File: config.mk
export PLATFORM = sky130hd
export DESIGN_NAME = iterative_multiplier
export DESIGN_NICKNAME = d
export VERILOG_FILES = /design/src/rtl/iterative_multiplier.sv
export SDC_FILE = /design/constraint.sdc
export NUM_CORES = 1
export LEC_CHECK = 0
export BUFFER_PORTS_ARGS = -buffer_cell sky130_fd_sc_hd__buf_2
export CAP_MARGIN = 0
export CORE_ASPECT_RATIO = 1.5
export CORE_MARGIN = 4
export CORE_UTILIZATION = 40
export CTS_BUF_LIST = sky130_fd_sc_hd__clkbuf_8
export CTS_CLUSTER_SIZE = 16
export DETAILED_ROUTE_END_ITERATION = 16
export PLACE_DENSITY_LB_ADDON = 0.2
export REMOVE_ABC_BUFFERS = 1
export SLEW_MARGIN = 5
export SYNTH_ARGS = -nofsm -noshare
export SYNTH_HDL_FRONTEND = slang
export SYNTH_HIERARCHICAL = 1
export SYNTH_SLANG_ARGS = --single-unit
export TNS_END_PERCENT = 100
File: constraint.sdc
create_clock -name clk -period 4.3 [get_ports clk]
set_clock_uncertainty 0.2 [all_clocks]
set_input_delay 0.86 -clock clk [delete_from_list [all_inputs] [get_ports clk]]
set_output_delay 0.86 -clock clk [all_outputs]
set_load 0.02 [all_outputs]
File: src/rtl/iterative_multiplier.sv
// Multi-cycle shift-and-add multiplier (MUL/UMULL/SMULL) with start/busy/done handshake.
// One N-bit carry-lookahead adder is reused every RUN cycle; signed operands go through magnitude + final negate.

module cla4 (
    input  logic [3:0] a,
    input  logic [3:0] b,
    input  logic       cin,
    output logic [3:0] s,
    output logic       gg,
    output logic       gp
);
    logic [3:0] p, g;
    logic [3:0] c;

    assign p = a ^ b;
    assign g = a & b;

    assign c[0] = cin;
    assign c[1] = g[0] | (p[0] & cin);
    assign c[2] = g[1] | (p[1] & g[0]) | (p[1] & p[0] & cin);
    assign c[3] = g[2] | (p[2] & g[1]) | (p[2] & p[1] & g[0]) | (p[2] & p[1] & p[0] & cin);

    assign s  = p ^ c;
    assign gg = g[3] | (p[3] & g[2]) | (p[3] & p[2] & g[1]) | (p[3] & p[2] & p[1] & g[0]);
    assign gp = &p;
endmodule

// N must be a multiple of 4 and at least 8.
module carry_lookahead_adder #(
    parameter int N = 32
) (
    input  logic [N-1:0] a,
    input  logic [N-1:0] b,
    input  logic         cin,
    output logic [N-1:0] s,
    output logic         cout
);
    localparam int NG = N / 4;

    logic [NG:0]   c;
    logic [NG-1:0] gg, gp;

    assign c[0] = cin;

    for (genvar i = 0; i < NG; i++) begin : g_blk
        cla4 u_blk (
            .a  (a[4*i +: 4]),
            .b  (b[4*i +: 4]),
            .cin(c[i]),
            .s  (s[4*i +: 4]),
            .gg (gg[i]),
            .gp (gp[i])
        );
        // Group carries ripple between 4-bit lookahead blocks.
        assign c[i+1] = gg[i] | (gp[i] & c[i]);
    end

    assign cout = c[NG];
endmodule

module iterative_multiplier #(
    parameter int N = 32
) (
    input  logic           clk,
    input  logic           reset,
    input  logic           start,
    input  logic           is_signed,
    input  logic [N-1:0]   A,
    input  logic [N-1:0]   B,
    output logic           busy,
    output logic           done,
    output logic [2*N-1:0] result,
    output logic           flag_n,
    output logic           flag_z
);
    localparam int CW = $clog2(N);
    localparam logic [CW-1:0]  CNT_ONE  = 1;
    localparam logic [CW-1:0]  CNT_LAST = CW'(N - 1);
    localparam logic [N-1:0]   ONE_N    = 1;
    localparam logic [2*N-1:0] ONE_2N   = 1;

    typedef enum logic [1:0] {IDLE, RUN, FIX, DONE} state_t;

    typedef struct packed {
        logic         neg;
        logic [N-1:0] mcand;
        logic [N-1:0] mplr;
    } load_t;

    state_t          state, state_nxt;
    logic [N-1:0]    mcand, acc_hi, prod_lo;
    logic            neg;
    logic [CW-1:0]   count;

    logic [N-1:0]    addend, sum;
    logic            cout;
    logic [2*N-1:0]  prod_nxt, prod_neg;
    logic            accept, last;
    logic            res_wr;
    logic [2*N-1:0]  res_val;
    load_t           ld;

    // Magnitudes: -2^(N-1) negates to itself, which reads correctly as unsigned 2^(N-1).
    always_comb begin
        ld.neg   = is_signed & (A[N-1] ^ B[N-1]);
        ld.mcand = (is_signed && A[N-1]) ? (~A + ONE_N) : A;
        ld.mplr  = (is_signed && B[N-1]) ? (~B + ONE_N) : B;
    end

    assign accept = start && (state == IDLE || state == DONE);
    assign last   = (count == CNT_LAST);
    assign addend = prod_lo[0] ? mcand : '0;

    carry_lookahead_adder #(.N(N)) u_add (
        .a   (acc_hi),
        .b   (addend),
        .cin (1'b0),
        .s   (sum),
        .cout(cout)
    );

    assign prod_nxt = {cout, sum, prod_lo[N-1:1]};
    assign prod_neg = ~{acc_hi, prod_lo} + ONE_2N;

    assign res_wr  = (state == RUN && last && !neg) || (state == FIX);
    assign res_val = (state == FIX) ? prod_neg : prod_nxt;

    assign busy = (state == RUN) || (state == FIX);
    assign done = (state == DONE);

    always_ff @(posedge clk) begin
        if (reset) state <= IDLE;
        else       state <= state_nxt;
    end

    always_comb begin
        state_nxt = state;
        case (state)
            IDLE:    if (start) state_nxt = RUN;
            RUN:     if (last) state_nxt = neg ? FIX : DONE;
            FIX:     state_nxt = DONE;
            DONE:    state_nxt = start ? RUN : IDLE;
            default: state_nxt = IDLE;
        endcase
    end

    always_ff @(posedge clk) begin
        if (reset) begin
            mcand   <= '0;
            acc_hi  <= '0;
            prod_lo <= '0;
            neg     <= 1'b0;
            count   <= '0;
            result  <= '0;
            flag_n  <= 1'b0;
            flag_z  <= 1'b1;
        end else begin
            if (accept) begin
                mcand   <= ld.mcand;
                prod_lo <= ld.mplr;
                acc_hi  <= '0;
                neg     <= ld.neg;
                count   <= '0;
            end else if (state == RUN) begin
                {acc_hi, prod_lo} <= prod_nxt;
                count             <= count + CNT_ONE;
            end
            if (res_wr) begin
                result <= res_val;
                flag_n <= res_val[2*N-1];
                flag_z <= (res_val == '0);
            end
        end
    end
endmodule

==> run summary, run 1 <==
The mapped netlist covers 11,900 sq um. The worst hold path begins at neg$_SDFFE_PP0P_. The worst reg2reg path endpoint was flag_z$_SDFFE_PP1P_. For this run, design rule violations remaining after detail routing come to 0. The number of antenna violations at the first check in global routing came out at 1. The post-synthesis sequential element count works out to 169. The total wire length after detailed routing is 37,300 microns, and the maximum fanout count along the critical path is 9. At the worst endpoint, the required time is 4560 ps. The flow ran to the end, but the final reports show violations. The top cell types in the final layout, fill and taps aside, are 206 x sky130_fd_sc_hd__nor2_1, 168 x sky130_fd_sc_hd__dfxtp_1, 134 x sky130_fd_sc_hd__buf_2. The region available for standard cell placement spans 29,500 sq um. During I/O placement, the number of pins put on the boundary was 136.

The number of violations of the max-capacitance limit is 0. The tools report the gate count after technology mapping as 1,447. The tools report the startpoint of the most critical setup path as prod_lo[0]$_SDFFE_PP0P_. The tightest hold path in the finished design has a slack of 258 ps.

In this run the number of H-tree levels came out at 4. The final reports fail on setup timing. The first global-routing pass estimated 58,900 microns of wire. The root buffer cell chosen for the clock tree is sky130_fd_sc_hd__clkbuf_8. The first detailed-routing pass took 5 iterations. By startpoint and endpoint, the worst setup path is classified as register to register. The distinct cell type count of the synthesized netlist came out at 73.

For the routed via count, the log shows 11,066. The maximum buffer depth of the clock tree is 2. Routed length per instance: 18.4 microns. Once detailed placement completed, the half-perimeter wirelength came to 28,800 microns.

IR analysis of the VDD net gives a maximum drop of 216 uV. The number of pins with negative max-slew slack in the final report came out at 0. The run gives 6 as the number of warnings issued by yosys. The fraction of layout cells with a size suffix above 1 works out to 22.1%. The worst hold path terminates at neg$_SDFFE_PP0P_. The highest clock frequency the design can meet was 228 MHz; the number of antenna-violating nets in the routed design was 0. Summed over all cells, the static leakage comes to 5.87 nW. The y dimension of the die is 220 microns.

The most used flip-flop cell after synthesis is sky130_fd_sc_hd__dfxtp_1. The cell type with the highest aggregate area in the netlist was sky130_fd_sc_hd__dfxtp_1. The run gives 7.72 mW as the overall power. By area the synthesized netlist is led by sky130_fd_sc_hd__dfxtp_1 28%, sky130_fd_sc_hd__mux2i_1 8.0%, sky130_fd_sc_hd__a211oi_1 6.9%. The worst setup path is captured at a register. The run gives 32,700 sq um as the die area. TritonCTS built the clock tree. Synthesis-to-layout area growth: 18.5%. After detailed placement, the total cell area comes to 13,600 sq um.

Origin of the critical flop-to-flop path: prod_lo[0]$_SDFFE_PP0P_. The tools report the largest net degree at the start of global routing as 83. Leaving out fill and tap cells, the most frequent cell in the layout is sky130_fd_sc_hd__nor2_1. During placement, the flow inserted port buffers numbering 135.

The number of cells on the worst reg-to-reg path came out at 23. The initialized floorplan defines 77 standard-cell rows. The fraction of the yosys area taken by sequential cells was 28.3%.

The area share of the leading cell type in the synthesized netlist came out at 28.3%. Dividing the final minimum period by the clock period gives 102%. The number of endpoints failing setup at the final stage was 1; the actual slew at the worst max-slew pin was 877 ps. The number of flops mapped to enable cells by yosys is 0, and the shortest clock period the worst path allows after layout is 4380 ps. The tools report the via count of the first global-routing pass as 10,950. In this run the horizontal extent of the chip is 149 microns.

The tools report the setup TNS after final layout as -83.6 ps. The tools report the global-route usage over all layers as 22.6%. The finished cells cover 14,100 sq um.

Setup repair after global routing could not meet its margin everywhere. In this run the worst hold path is classified as register to register. In this run the register-to-register setup slack is -80 ps.

Counting the fill cells in the layout gives 3,015. Measured against its own limit, the worst slew margin works out to 41.2%. The initial utilization of the core area, before any placement, comes to 40.5%. Routability-driven placement finished with a final weighted congestion of 0.881. Counting flops with an async set or reset pin after synthesis yields a share of 0%. STA classifies the critical path startpoint as a register. Along the worst hold path, the cell count comes to 2. Total CTS buffers: 17. The register clock-pin slew on the reported worst setup and hold paths works out to 100 ps. The minimum setup slack in the final design came out at -83.6 ps. For the worst-skew pair, the clock arrives at the later sink with an insertion delay of 510 ps. For this run the aggregate overflow at the end of global routing stands at 0. The post-synthesis area per instance was 8.25 sq um; the number of hold-slack violations in the final timing report was 0. For this design the ratio of total power to cell area is 546 nW/um^2. The net count of the finished layout is 1,739.

The tools report the total clock sinks as 169. In the routed layout, each cell is associated on average with a via count of 5.47. Data on the critical path arrives at its endpoint at 4650 ps. The detailed router finished its first iteration with 559 violations.
==> logic make-up after synthesis <==
logic type	count (synthesis)	synth area share [%]
mux	99	8.34
simple gates	550	24.5
flops	169	28.3
xor+xnor	138	10.1
compound gates	277	16.4
buf+inv	155	5.71
other cells	1	0.0314
fa+ha+maj	58	6.58
==> synthesized netlist by cell type, drive strengths merged (9+ instances only) <==
cell type,count
nor2,206
dfxtp,169
a211oi,109
mux2i,95
nand2,76
xnor2,75
clkbuf,71
a21oi,66
xor2,63
ha,50
inv,49
nor4,44
nand3,39
and2,35
buf,35
nor3,34
a21o,24
or3,24
nand4,21
or4,20
o21ai,19
o31ai,15
a311oi,9
and4,9
==> final cells by class <==
type                            instances  area, sq um  area share [%]
Inverter                               49          184            1.30
Clock inverter                         11          123           0.867
Tap cell                              395          494            3.49
Timing Repair Buffer                  250         1590            11.3
Clock buffer                           21          289            2.04
Sequential cell                       169         3380            23.9
Antenna cell                            1         2.50          0.0177
Multi-Input combinational cell       1126         8080            57.1
==> timing repair <==
item / in CTS / in global routing
setup endpoints to repair: 1 / 1
pin swaps: 5 / 0
setup buffers: 2 / 0
gates resized for setup: 18 / 3
hold buffers: 0 / 0
==> power by group <==
part	internal (mW)	total [mW]	leakage (nW)	switching, mW
clock	0.575	1.19	0.211	0.618
combinational	1.63	4.17	4.28	2.55
sequential	1.95	2.35	1.38	0.402
==> worst max-delay path by stage <==
| stage | cells after the start | endpoint | slack, ps |
|---|---|---|---|
| final | 23 | flag_z$_SDFFE_PP1P_ | -80 |
| after global routing | 21 | flag_z$_SDFFE_PP1P_ | -400 |
| after CTS | 21 | flag_z$_SDFFE_PP1P_ | -110 |
| after detailed placement | 22 | flag_z$_SDFFE_PP1P_ | -380 |
| after global placement | 22 | flag_z$_SDFFE_PP1P_ | -210 |
| after floorplan | 6 | result[12]$_SDFFE_PP0P_ | -1900 |
==> stage by stage <==
step	utilization (%)	worst slack, ps	instances
2_1_floorplan	-	-1900	1344
3_3_place_gp	46.0	-215	1987
3_5_place_dp	46.0	-382	1987
4_1_cts	47.9	-108	2021
5_1_grt	48.0	-397	2021
6_report	48.0	-83.6	2022
==> worst max-delay path, stage by stage (launching register included) <==
cell                       delay (ps)
sky130_fd_sc_hd__dfxtp_2          350
sky130_fd_sc_hd__buf_4            170
sky130_fd_sc_hd__and2_1           170
sky130_fd_sc_hd__ha_4             300
sky130_fd_sc_hd__nand3_1          100
sky130_fd_sc_hd__nand2_1           80
sky130_fd_sc_hd__a21o_1           130
sky130_fd_sc_hd__a21o_1           130
sky130_fd_sc_hd__a21oi_2           90
sky130_fd_sc_hd__a32oi_2          250
sky130_fd_sc_hd__a21o_2           180
sky130_fd_sc_hd__inv_1             50
sky130_fd_sc_hd__fa_1             470
sky130_fd_sc_hd__inv_1             60
sky130_fd_sc_hd__nor4_2           250
sky130_fd_sc_hd__buf_4            150
sky130_fd_sc_hd__nand2_1           60
sky130_fd_sc_hd__o32ai_2           90
sky130_fd_sc_hd__o2111a_1         220
sky130_fd_sc_hd__nand4_1          120
sky130_fd_sc_hd__nor4b_2          240
sky130_fd_sc_hd__nand3_1          120
sky130_fd_sc_hd__nor4_2           220
sky130_fd_sc_hd__a221o_1          160
==> per-layer routing <==
layer,part of all wire (%),global-route usage (%),vias to the layer above
li1,-,-,5517
met1,40,26.0,5179
met2,52,41.1,281
met3,4.0,3.81,89
met4,3.8,9.40,0
met5,0,0,-
==> sequential cells by signal (all words and copies together), names as in the netlist <==
name	count
state	2
acc_hi	32
prod_lo	32
count	5
flag_z	1
neg	1
mcand	32
result	64
Power figures use the tool's default switching activity.
==> inputs of run 2 (changes only) <==
--- a/config.mk
+++ b/config.mk
@@ -9,3 +9,2 @@
 export CAP_MARGIN = 0
-export CORE_ASPECT_RATIO = 1.5
 export CORE_MARGIN = 4
@@ -17,2 +16,3 @@
 export REMOVE_ABC_BUFFERS = 1
+export SKIP_CTS_REPAIR_TIMING = 1
 export SLEW_MARGIN = 5
==> constraint.sdc (replaced) <==
create_clock -name clk -period 4.3 [get_ports clk]
set_clock_uncertainty 0.2 [all_clocks]
set_input_delay 0.645 -clock clk [delete_from_list [all_inputs] [get_ports clk]]
set_output_delay 0.645 -clock clk [all_outputs]
set_load 0.02 [all_outputs]
==> run summary, run 2 (synthesized netlist as in run 1, its figures left out) <==
The flow ran to the end, but the final reports show violations. The checks that failed: setup timing. Setup repair after global routing could not meet its margin everywhere. The tools report the setup TNS after final layout as -223 ps (-139 ps).

The clock share of power was 15.4% (about the same); the data required time at the worst endpoint was 4560 ps (about the same). The critical path is of the register to register type. In the layout the commonest cells are 206 x sky130_fd_sc_hd__nor2_1, 168 x sky130_fd_sc_hd__dfxtp_1, 134 x sky130_fd_sc_hd__buf_2. The total clock sinks was 169 (unchanged).

Routed length per instance: 18.9 microns (+2.4%). The switching power was 3.62 mW (+1.4%); the via count of the first global-routing pass was 10,510 (-4.0%). Number of endpoints failing setup at the final stage: 1 (unchanged). The library cell used most frequently in the layout, excluding fill and tap cells, is sky130_fd_sc_hd__nor2_1.

The register with the most flip-flops in the final layout is result. The worst hold path stage count is 3 (+1). Traced cell by cell, the critical path runs through buf_12 > and2_4 > ha_4 > nand3_2 > nand2_1 > a21o_1 > a21o_1 > inv_2 > fa_1 > inv_2 > or4_4 > or4_4 > nor4_4 > o2111a_1 > nand4_1 > nor4b_2 > nand3_1 > nor4_2 > a221o_1. The average via count per standard cell is 5.57 (+1.8%). The root buffer cell chosen for the clock tree is sky130_fd_sc_hd__clkbuf_8. For the number of filler instances in the final layout, the log shows 2,972 (-1.4%). The y dimension of the die was 181 microns (-18%).

The number of hold-slack violations in the final timing report was 0 (unchanged). The shortest clock period the worst path allows after layout is 4520 ps (+139 ps), and the data arrival time of the critical path is 4780 ps (+130 ps). The number of H-tree levels was 4 (unchanged). The actual slew at the worst max-slew pin is 1010 ps (+132 ps), and the number of remaining DRC errors is 0 (unchanged). The run gives 0 (unchanged) as the number of antenna-violating nets in the routed design. The run gives 17 (unchanged) as the total CTS buffers. The clock insertion delay at the later pin of the skew report is 510 ps (about the same), and the switching power share of the total is 47.2% (+0.94 points).

The fraction of layout cells with a size suffix above 1 works out to 20.9% (-1.2 points). The kind of cell with the highest combined delay along the critical path is simple AND/OR/NAND/NOR gates. The number of nets at the end of the flow was 1,712 (-1.6%). The total iterations of the first detailed-routing run was 5 (unchanged); the synthesis-to-layout area growth was 16.2%. The minimum setup slack in the final design was -223 ps (-139 ps). The terminating pin of the worst hold path is mcand[0]$_SDFFE_PP0P_. Number of antenna violations at the first check in global routing: 0 (-1). The kind of launch point of the worst setup path was a register. Aggregate global routing overflow: 0 (unchanged). Worst reg2reg path endpoint: flag_z$_SDFFE_PP1P_. The leakage power of the design is 5.72 nW (-2.5%). TritonCTS built the clock tree.

The number of flip-flops in the largest register works out to 64 (unchanged). The maximum VDD drop is 282 uV (+31%). For the relative contribution of combinational cells to total power, the log shows 54.1% (about the same).

The diode insertion count for antenna repair came out at 0 (-1). The post-DP HPWL was 27,600 microns (-3.9%). The number of rows created at floorplan is 62 (-19%). The areal power density over the cells was 553 nW/um^2 (+1.3%); the worst relative slew slack was 32.7% (-8.4 points). The tools report the initial standard-cell utilization of the core as 41.0% (+0.54 points). The tools report the cell-internal power as 4.05 mW (-2.4%). Path category of the worst min-delay check: input port to register.

The number of violations of the max-capacitance limit is 0 (unchanged), and the register clock-pin slew on the reported worst setup and hold paths is 110 ps (about the same). The run gives 220 ps (-38.0 ps) as the final hold slack. The run gives -220 ps (-140 ps) as the minimum setup slack among reg-to-reg paths.

The routed via count is 11,052 (-0.13%). In this run the critical register-to-register path is launched from prod_lo[0]$_SDFFE_PP0P_. The tools report the number of pins with negative max-slew slack in the final report as 0 (unchanged).

The logs give 7.67 mW (-0.63%) for the overall power and 0.904 (+2.6%) for the last weighted congestion value of the routability-driven placer. In this run the most critical hold path is launched from A[0]. The number of cells on the worst reg-to-reg path is 19 (-17%), and the count of port buffers added during placement is 135 (unchanged). The horizontal extent of the die was 181 microns (+21%). The logs give 37,400 microns (+0.43%) for the total wire length after detailed routing and 847 (+52%) for the number of DRC markers after the initial detailed-route iteration.

The maximum fanout count along the critical path works out to 19 (+10). The relative contribution of sequential cells to total power is 30.6% (+0.2 points). The core box area came out at 29,100 sq um (-1.3%). The number of buffer and inverter stages on the critical path came out at 3 (-1). The run gives 3380 sq um (unchanged) as the storage element area. The wire length of the first global-routing pass is 58,700 microns (-0.41%). For the largest net degree at the start of global routing, the log shows 71 (-14%).

The run gives 136 (unchanged) as the count of pins on the block boundary. The highest clock frequency the design can meet came out at 221 MHz (-3.1%). The tools report the die area as 32,700 sq um (-0.18%). The area of combinational cells with multiple inputs is 8040 sq um (-0.43%), and the global-route usage over all layers is 22.2% (-0.38 points). STA classifies the critical path endpoint as a register. The slowest cell on the critical path is sky130_fd_sc_hd__or4_4. The share of the cycle needed by the critical path after routing is 105% (+3.2 points), and the delay of the slowest cell on the worst path is 530 ps (+60 ps). The maximum buffer depth of the clock tree is 2 (unchanged).
## run 2: changes by cell type in the layout (fill, tap and decap cells not counted), moves of 3 or more
cell,change
sky130_fd_sc_hd__ha_1,+4
sky130_fd_sc_hd__inv_6,+4
sky130_fd_sc_hd__ha_4,-4
sky130_fd_sc_hd__inv_1,-3
sky130_fd_sc_hd__buf_4,-27
## run 2: area by class of cell
type                            count  area share, %
Multi-Input combinational cell   1126           58.0
Sequential cell                   169           24.4
Timing Repair Buffer              223           10.0
Tap cell                          384           3.46
Clock buffer                       20           1.98
Inverter                           49           1.33
Clock inverter                     12          0.821
## run 2: power groups by stage
stage               Sequential, mW  Clock [mW]  Combinational, mW
floorplan                     2.50           0               2.57
global placement              2.37           0               4.02
detailed placement            2.37           0               4.05
CTS                           2.34        1.20               4.07
global route                  2.40        1.27               4.49
finish                        2.35        1.18               4.15
## run 2: metal layers
metal | part of all wire (%) | GRT usage [%] | up-vias
met3 | 4.5 | 3.48 | 45
met2 | 47 | 36.2 | 294
met5 | 0 | 0 | -
met4 | 1.8 | 5.57 | 0
met1 | 47 | 30.9 | 5235
li1 | - | - | 5478
## run 2: worst register-to-register path, delay by kind of cell, from the launching register on
| family | cells | cell delay (ps) |
|---|---|---|
| and+or+nand+nor | 10 | 2210 |
| adders and majority gates | 2 | 800 |
| AOI/OAI and AO/OA | 4 | 680 |
| DFF | 1 | 340 |
| buffers and inverters | 3 | 250 |
## run 2: worst max-delay path by stage
stage                                        from                       to  slack [ps]  cells after the start
after global placement    prod_lo[0]$_SDFFE_PP0P_      flag_z$_SDFFE_PP1P_        -150                     19
after CTS                 prod_lo[0]$_SDFFE_PP0P_      flag_z$_SDFFE_PP1P_        -350                     19
after global routing      prod_lo[0]$_SDFFE_PP0P_      flag_z$_SDFFE_PP1P_        -420                     19
after floorplan             state[0]$_SDFFE_PP0P_  result[12]$_SDFFE_PP0P_       -1900                      6
after detailed placement  prod_lo[0]$_SDFFE_PP0P_      flag_z$_SDFFE_PP1P_        -340                     19
final                     prod_lo[0]$_SDFFE_PP0P_      flag_z$_SDFFE_PP1P_        -220                     19
## run 2: through the flow
step / utilization, % / instances / cell area [sq um] / setup WS, ps
floorplan: - / 1344 / 11500 / -1900
global placement: 45.9 / 1950 / 13400 / -145
CTS: 47.3 / 1982 / 13800 / -346
detailed placement: 45.9 / 1950 / 13400 / -340
global route: 47.7 / 1983 / 13900 / -424
finish: 47.7 / 1983 / 13900 / -223
